`config.mk`:
```
export PLATFORM = sky130hd
export DESIGN_NAME = muldiv_sequencer_flat
export DESIGN_NICKNAME = d
export VERILOG_FILES = /design/src/rtl/muldiv_pkg.sv /design/src/rtl/muldiv_sequencer_if.sv /design/src/rtl/muldiv_cycle_cnt.sv /design/src/rtl/muldiv_sequencer.sv /design/src/flat_wrapper.sv
export SDC_FILE = /design/constraint.sdc
export NUM_CORES = 1
export LEC_CHECK = 0
export BUFFER_PORTS_ARGS = -buffer_cell sky130_fd_sc_hd__clkbuf_2
export CELL_PAD_IN_SITES_DETAIL_PLACEMENT = 1
export CELL_PAD_IN_SITES_GLOBAL_PLACEMENT = 1
export CORE_MARGIN = 4
export CORE_UTILIZATION = 35
export CTS_BUF_LIST = sky130_fd_sc_hd__clkbuf_16
export DETAILED_ROUTE_END_ITERATION = 7
export PLACE_DENSITY = 0.84
export SLEW_MARGIN = 40
export SYNTH_ARGS = -nofsm -noshare
export SYNTH_HDL_FRONTEND = slang
export SYNTH_SLANG_ARGS = --single-unit
```
`constraint.sdc`:
```
create_clock -name clk -period 5.3 [get_ports clk]
set_clock_uncertainty 0.05 [all_clocks]
set_input_delay 0 -clock clk [delete_from_list [all_inputs] [get_ports clk]]
set_output_delay 0 -clock clk [all_outputs]
set_load 0.03 [all_outputs]
```
`src/rtl/muldiv_pkg.sv`:
```
// muldiv_pkg: shared encodings for the multiply/divide sequencer.
//   state_t           FSM state encoding (3-bit)
//   OP_MULT / OP_DIV  request opcodes carried on req_op
//   HILO_SRC_*        HI/LO input-select values
//   is_div0()         divide-by-zero detect on an incoming request
package muldiv_pkg;

  typedef enum logic [2:0] {
    S_IDLE  = 3'd0,
    S_START = 3'd1,
    S_WAIT  = 3'd2,
    S_WRITE = 3'd3,
    S_EXC   = 3'd4
  } state_t;

  localparam logic OP_MULT       = 1'b0;
  localparam logic OP_DIV        = 1'b1;
  localparam logic HILO_SRC_MULT = 1'b0;
  localparam logic HILO_SRC_DIV  = 1'b1;

  function automatic logic is_div0(input logic op, input logic [31:0] b);
    return (op == OP_DIV) && (b == 32'd0);
  endfunction

endpackage

```
`src/rtl/muldiv_sequencer_if.sv`:
```
// muldiv_sequencer_if: control-unit / mul-div unit / HI-LO bundle around the sequencer.
//   master modport: control unit + arithmetic units (drive req_*, op_b, *_ready)
//   slave  modport: the sequencer (drives req_ready, busy, starts, HI/LO controls, status)
//   timeout_err exists only when MULDIV_TIMEOUT_EN is defined.
interface muldiv_sequencer_if #(
  parameter int CNT_W = 6
);
  import muldiv_pkg::*;

  logic             req_valid;
  logic             req_op;
  logic [31:0]      op_b;
  logic             req_ready;
  logic             busy;
  logic             mult_start;
  logic             div_start;
  logic             mult_ready;
  logic             div_ready;
  logic             hilo_src;
  logic             hi_wr;
  logic             lo_wr;
  logic             done;
  logic             exc_div0;
  logic [CNT_W-1:0] last_lat;
`ifdef MULDIV_TIMEOUT_EN
  logic             timeout_err;
`endif

  modport slave (
    input  req_valid, req_op, op_b, mult_ready, div_ready,
    output req_ready, busy, mult_start, div_start, hilo_src,
           hi_wr, lo_wr, done, exc_div0, last_lat
`ifdef MULDIV_TIMEOUT_EN
    , output timeout_err
`endif
  );

  modport master (
    output req_valid, req_op, op_b, mult_ready, div_ready,
    input  req_ready, busy, mult_start, div_start, hilo_src,
           hi_wr, lo_wr, done, exc_div0, last_lat
`ifdef MULDIV_TIMEOUT_EN
    , input timeout_err
`endif
  );

endinterface

```
`src/rtl/muldiv_cycle_cnt.sv`:
```
// muldiv_cycle_cnt: saturating per-operation cycle counter.
//   clk, reset  clock / async active-high reset
//   clr         synchronous clear (wins over en)
//   en          count one cycle; holds at all-ones
//   cnt         current count
//   tc          high in the enabled cycle whose increment brings cnt to TIMEOUT
import muldiv_pkg::*;

module muldiv_cycle_cnt #(
  parameter int CNT_W   = 6,
  parameter int TIMEOUT = 40
) (
  input  logic             clk,
  input  logic             reset,
  input  logic             clr,
  input  logic             en,
  output logic [CNT_W-1:0] cnt,
  output logic             tc
);

  localparam logic [CNT_W-1:0] CNT_MAX = '1;
  localparam logic [CNT_W-1:0] TC_PRE  = CNT_W'(TIMEOUT - 1);

  always_ff @(posedge clk or posedge reset) begin
    if (reset)                       cnt <= '0;
    else if (clr)                    cnt <= '0;
    else if (en && (cnt != CNT_MAX)) cnt <= cnt + CNT_W'(1);
  end

  assign tc = en && (cnt == TC_PRE);

endmodule

```
`src/rtl/muldiv_sequencer.sv`:
```
// muldiv_sequencer: sequences the shared multiplier/divider and the HI/LO writes.
//   clk, reset  clock / async active-high reset
//   bus         muldiv_sequencer_if.slave: request handshake, unit starts/readies,
//               HI/LO select + write enables, done / exc_div0 / last_lat status
// Optional: MULDIV_TIMEOUT_EN adds a TIMEOUT-cycle abort in WAIT and the
// timeout_err pulse; without it WAIT lasts until the selected unit is ready.
import muldiv_pkg::*;

module muldiv_sequencer #(
  parameter int CNT_W   = 6,
  parameter int TIMEOUT = 40
) (
  input  logic                clk,
  input  logic                reset,
  muldiv_sequencer_if.slave   bus
);

  state_t           state;
  logic             req_ready_r, busy_r, mult_start_r, div_start_r;
  logic             hilo_src_r, hi_wr_r, lo_wr_r, done_r, exc_div0_r;
  logic [CNT_W-1:0] last_lat_r;
  logic             ready_q;
  logic             sel_ready;
  logic [CNT_W-1:0] cnt;
  logic             tc;
`ifdef MULDIV_TIMEOUT_EN
  logic             timeout_err_r;
`endif

  muldiv_cycle_cnt #(.CNT_W(CNT_W), .TIMEOUT(TIMEOUT)) u_cnt (
    .clk   (clk),
    .reset (reset),
    .clr   (state == S_START),
    .en    (state == S_WAIT),
    .cnt   (cnt),
    .tc    (tc)
  );

  // Only the unit that was started is listened to.
  assign sel_ready = (hilo_src_r == HILO_SRC_DIV) ? bus.div_ready : bus.mult_ready;

  // ready is registered and sampled only while in WAIT, so a level left over
  // from START never reaches the FSM. The FSM acts on it one cycle later,
  // which is also when cnt equals the number of WAIT cycles through ready.
  always_ff @(posedge clk or posedge reset) begin
    if (reset) begin
      state        <= S_IDLE;
      req_ready_r  <= 1'b1;
      busy_r       <= 1'b0;
      mult_start_r <= 1'b0;
      div_start_r  <= 1'b0;
      hilo_src_r   <= HILO_SRC_MULT;
      hi_wr_r      <= 1'b0;
      lo_wr_r      <= 1'b0;
      done_r       <= 1'b0;
      exc_div0_r   <= 1'b0;
      last_lat_r   <= '0;
      ready_q      <= 1'b0;
`ifdef MULDIV_TIMEOUT_EN
      timeout_err_r <= 1'b0;
`endif
    end else begin
      mult_start_r <= 1'b0;
      div_start_r  <= 1'b0;
      hi_wr_r      <= 1'b0;
      lo_wr_r      <= 1'b0;
      done_r       <= 1'b0;
      exc_div0_r   <= 1'b0;
      ready_q      <= (state == S_WAIT) && sel_ready;
`ifdef MULDIV_TIMEOUT_EN
      timeout_err_r <= 1'b0;
`endif
      case (state)
        S_IDLE: begin
          if (bus.req_valid) begin
            req_ready_r <= 1'b0;
            busy_r      <= 1'b1;
            if (is_div0(bus.req_op, bus.op_b)) begin
              state      <= S_EXC;
              exc_div0_r <= 1'b1;
            end else begin
              state      <= S_START;
              hilo_src_r <= bus.req_op;
              // Start pulse is registered here so it is high for the START cycle.
              if (bus.req_op == OP_DIV) div_start_r  <= 1'b1;
              else                      mult_start_r <= 1'b1;
            end
          end
        end
        S_START: state <= S_WAIT;
        S_WAIT: begin
          if (ready_q) begin
            state      <= S_WRITE;
            last_lat_r <= cnt;
            hi_wr_r    <= 1'b1;
            lo_wr_r    <= 1'b1;
            done_r     <= 1'b1;
          end
`ifdef MULDIV_TIMEOUT_EN
          else if (tc) begin
            state         <= S_IDLE;
            req_ready_r   <= 1'b1;
            busy_r        <= 1'b0;
            last_lat_r    <= CNT_W'(TIMEOUT);
            timeout_err_r <= 1'b1;
          end
`endif
        end
        S_WRITE, S_EXC: begin
          state       <= S_IDLE;
          req_ready_r <= 1'b1;
          busy_r      <= 1'b0;
        end
        default: begin
          state       <= S_IDLE;
          req_ready_r <= 1'b1;
          busy_r      <= 1'b0;
        end
      endcase
    end
  end

`ifdef MULDIV_TIMEOUT_EN
  assign bus.timeout_err = timeout_err_r;
`else
  logic unused_tc;
  assign unused_tc = tc;
`endif

  assign bus.req_ready  = req_ready_r;
  assign bus.busy       = busy_r;
  assign bus.mult_start = mult_start_r;
  assign bus.div_start  = div_start_r;
  assign bus.hilo_src   = hilo_src_r;
  assign bus.hi_wr      = hi_wr_r;
  assign bus.lo_wr      = lo_wr_r;
  assign bus.done       = done_r;
  assign bus.exc_div0   = exc_div0_r;
  assign bus.last_lat   = last_lat_r;

endmodule

```
`src/flat_wrapper.sv`:
```
// flat-port wrapper written by rule: the top's interface ports become plain ports
module muldiv_sequencer_flat 
#(
  parameter int CNT_W   = 6,
  parameter int TIMEOUT = 40
)
  (clk, reset, bus_req_valid, bus_req_op, bus_op_b, bus_mult_ready, bus_div_ready, bus_req_ready, bus_busy, bus_mult_start, bus_div_start, bus_hilo_src, bus_hi_wr, bus_lo_wr, bus_done, bus_exc_div0, bus_last_lat);
  muldiv_sequencer_if #(.CNT_W(CNT_W)) bus_i ();
  input  logic clk;
  input  logic reset;
  input wire logic [$bits(bus_i.req_valid)-1:0] bus_req_valid;
  input wire logic [$bits(bus_i.req_op)-1:0] bus_req_op;
  input wire logic [$bits(bus_i.op_b)-1:0] bus_op_b;
  input wire logic [$bits(bus_i.mult_ready)-1:0] bus_mult_ready;
  input wire logic [$bits(bus_i.div_ready)-1:0] bus_div_ready;
  output wire logic [$bits(bus_i.req_ready)-1:0] bus_req_ready;
  output wire logic [$bits(bus_i.busy)-1:0] bus_busy;
  output wire logic [$bits(bus_i.mult_start)-1:0] bus_mult_start;
  output wire logic [$bits(bus_i.div_start)-1:0] bus_div_start;
  output wire logic [$bits(bus_i.hilo_src)-1:0] bus_hilo_src;
  output wire logic [$bits(bus_i.hi_wr)-1:0] bus_hi_wr;
  output wire logic [$bits(bus_i.lo_wr)-1:0] bus_lo_wr;
  output wire logic [$bits(bus_i.done)-1:0] bus_done;
  output wire logic [$bits(bus_i.exc_div0)-1:0] bus_exc_div0;
  output wire logic [$bits(bus_i.last_lat)-1:0] bus_last_lat;
  assign bus_i.req_valid = bus_req_valid;
  assign bus_i.req_op = bus_req_op;
  assign bus_i.op_b = bus_op_b;
  assign bus_i.mult_ready = bus_mult_ready;
  assign bus_i.div_ready = bus_div_ready;
  assign bus_req_ready = bus_i.req_ready;
  assign bus_busy = bus_i.busy;
  assign bus_mult_start = bus_i.mult_start;
  assign bus_div_start = bus_i.div_start;
  assign bus_hilo_src = bus_i.hilo_src;
  assign bus_hi_wr = bus_i.hi_wr;
  assign bus_lo_wr = bus_i.lo_wr;
  assign bus_done = bus_i.done;
  assign bus_exc_div0 = bus_i.exc_div0;
  assign bus_last_lat = bus_i.last_lat;
  muldiv_sequencer #(.CNT_W(CNT_W), .TIMEOUT(TIMEOUT)) u_core (.clk(clk), .reset(reset), .bus(bus_i));
endmodule
```
==> metrics.txt <==
Starting Density=a little under two fifths; Hold Vio Cnt, Final=0; DR pass1 iterations=2; Compound-Gate Fraction of Synth Area=7.50%; chip width=roughly 63 um; GR Util All Layers=15.3%; Post-Synth Simple-Gate Area=a little over a fifth; Final Setup Violations=0; initial drt markers=26; final WL=2.80 mm; number of global-route vias before repair=1147; TritonCTS clock tree=yes; post-synthesis adder-cell area fraction=1.19%; Max-slew headroom=approximately three fifths; Tmin final=approximately 1.8 ns; Root Driver=clkbuf_16; worst path arrival time=~1.9 ns; post-synth top area cell=dfrtp_1; warnings from Yosys=0; maximum root-to-sink buffer count=2; number of vias per cell=~5.3; mapped cell area=roughly 0.0011 sq mm; Slew Viols, Final=0; RSZ-0062 raised after global routing=false; post-synthesis mux area share=approximately 8.3%; Final ANT Viol Nets=0; Critical Path Start Type=flip-flop; vias=985; Reg2Reg Depth=5; Hold Crit Depth=4; antenna cells=0; area of the core=roughly 0.0028 sq mm; Syn Area/Cell=10.5 sq um; WP data required=about 5.4 ns; status=complete, no violations; PwrDens=around 490 mW/mm^2; critical setup path kind=reg -> reg; Leak=around 0.73 nW; clock slew at reported path FFs=roughly 0.060 ns; Synth area leaders=dfrtp_1 (52%), mux2_2 (6.4%), nor4_1 (6.0%); total design power=700 uW; Post-Synth XOR/XNOR Area=about 1.7%; Crit path depth=5; worst path cell trace=ha_1, nand3_1, o21ai_0, mux2i_1, nor2_1; VDD IR max=approximately 0.17 mV; clock latency on the worst-skew pair=between 0.2 and 0.3 ns; sink count of the clock tree=23; hpwl dp=2.23 mm; post-layout net count=~200; MaxCap Viol Count=0; Crit. End Element=flip-flop; fmax=between 500 and 600 MHz; Ports=between 50 and 60; crit-path max cell delay=roughly 0.55 ns; initial antenna violation count=0; critical path peak fanout=4; HP Class=in -> reg; DR WL/cell=roughly 15 um; Crit-path slowest cell=o21ai_0; worst-margin pin slew=0.615 ns; worst path bufs/invs=0; post-route clock period utilization=between 30% and 40%; P&R area growth vs syn=37.0%; drt drc=0; pin count of the biggest net entering global routing=24; htree depth=1; synthesis-stage register bit count=23; Synth cell types=32; Synth top area share=52.4%; share of post-route cells with drive strength above 1=41.9%; Chip Height=roughly 63 um; Setup TNS=0 ns; row cnt=19; first-pass GRT wire length=about 5 mm; Post-Syn Nets=139; cts bufs inserted=3; PortBufs=52; Post-Synthesis Cells=100; main combinational cell family by area after synthesis=simple AND/OR/NAND/NOR gates; global route overflow=0; register area share after synthesis=between 50% and 60%; die area=about 0.0039 sq mm; routability cong.=0.771; Top Family by Delay on Critical Path=compound AO/OA/AOI/OAI gates
state kept, by name, summed over array words and instances, names as in the netlist:
register,flops
u_core.bus.hi_wr,1
u_core.bus.busy,1
u_core.ready_q,1
u_core.u_cnt.cnt,6
u_core.state,3
u_core.bus.div_start,1
u_core.bus.exc_div0,1
u_core.bus.last_lat,6
u_core.bus.req_ready,1
u_core.bus.mult_start,1
u_core.bus.hilo_src,1
report_power, final:
group | switching [mW] | internal, mW | total, mW
Sequential | 0.0494 | 0.230 | 0.279
Clock | 0.0595 | 0.101 | 0.161
Combinational | 0.163 | 0.0972 | 0.260
logic make-up after synthesis:
logic type / count (synthesis)
AND/OR/NAND/NOR: 44
flip-flops: 23
AO/OA/AOI/OAI: 12
buffers and inverters: 10
multiplexers: 8
XOR/XNOR: 2
adder cells (fa/ha/maj): 1
layout by cell type (no fill, tap or decap), types with 2 or more instances in the layout:
cell type / Yosys / routed
and2_1: 3 / 3
clkbuf_16: 0 / 3
or4_1: 2 / 2
mux2i_1: 2 / 2
inv_1: 4 / 3
nand2_1: 7 / 7
nor2_1: 11 / 11
inv_2: 1 / 2
nand4_1: 3 / 3
nor4_1: 10 / 10
mux2_2: 6 / 6
dlygate4sd3_1: 0 / 4
xor2_1: 2 / 2
o31ai_1: 2 / 2
nor3_1: 3 / 3
dfrtp_1: 22 / 22
a21oi_1: 3 / 3
clkbuf_2: 1 / 52
stage by stage:
step | instance area [sq um] | util (%) | hold slack, ns | worst slack, ns | instances
floorplan | 1050 | - | -0.0488 | 3.60 | 100
global placement | 1320 | 47.1 | 0.140 | 3.61 | 178
detailed placement | 1320 | 47.1 | -0.0176 | 3.53 | 178
CTS | 1440 | 51.3 | 0.0303 | 3.47 | 186
global route | 1440 | 51.3 | 0.0408 | 3.37 | 186
finish | 1440 | 51.3 | 0.0233 | 3.49 | 186
final cells by class:
cell class | count | area (sq um)
fill | 336 | 1370
sequential | 23 | 577
multi-input combinational | 67 | 425
timing repair buffer | 56 | 300
clock buffer | 3 | 75.1
tap | 31 | 38.8
inverter | 5 | 18.8
clock inverter | 1 | 5.00
worst min-delay path: stages:
cell and delay [ns]:
clkbuf_2 0.08, nor4_1 0.04, nand4_1 0.10, nor3_1 0.07
synth_stat cells:
cell and count:
a21oi_1 3, mux2_2 6, mux2i_1 2, or3_1 1, nand3_1 1, o21ai_0 1, nor3b_1 1, o21bai_1 1
dfrtp_1 22, nor4_1 10, o31ai_1 2, a31oi_1 1, buf_4 2, clkbuf_2 1, nand2_1 7, and3_1 1
inv_2 1, or4_1 2, nor3_1 3, o211ai_1 1, inv_1 4, nand4_1 3, ha_1 1, xor2_1 2
nand2b_1 1, dfstp_2 1, o22ai_1 1, o21a_1 1, a211o_1 1, and2_1 3, nor2_1 11, buf_2 2
timing repair:
item / in CTS / in global routing
endpoints found under the hold margin: 25 / 0
resized for setup: 0 / 0
hold buffers: 4 / 0
setup buffers: 0 / 0
worst paths after layout:
path                                                     from                                  to  slack (ns)
setup / recovery              u_core.u_cnt.cnt[0]$_DFFE_PP0P_     u_core.u_cnt.cnt[1]$_DFFE_PP0P_        3.49
hold / removal                                   bus_op_b[30]       u_core.bus.exc_div0$_DFF_PP0_        0.02
setup reg to reg              u_core.u_cnt.cnt[0]$_DFFE_PP0P_     u_core.u_cnt.cnt[1]$_DFFE_PP0P_        3.49
hold reg to reg            u_core.bus.last_lat[5]$_DFFE_PP0P_  u_core.bus.last_lat[5]$_DFFE_PP0P_        0.46
max in group asynchronous                               reset    u_core.bus.req_ready$_DFFE_PP1P_        4.59
min in group asynchronous                               reset         u_core.state[2]$_DFFE_PP0P_        0.26
metal layers:
layer | GRT usage [%] | vias to the layer above | part of all wire, %
li1 | - | 467 | -
met1 | 16.9 | 466 | 40
met2 | 28.4 | 48 | 51
met3 | 4.68 | 4 | 7.7
met4 | 3.86 | 0 | 1.1
met5 | 0 | - | 0
No activity file was read; power rests on OpenSTA's default activity.
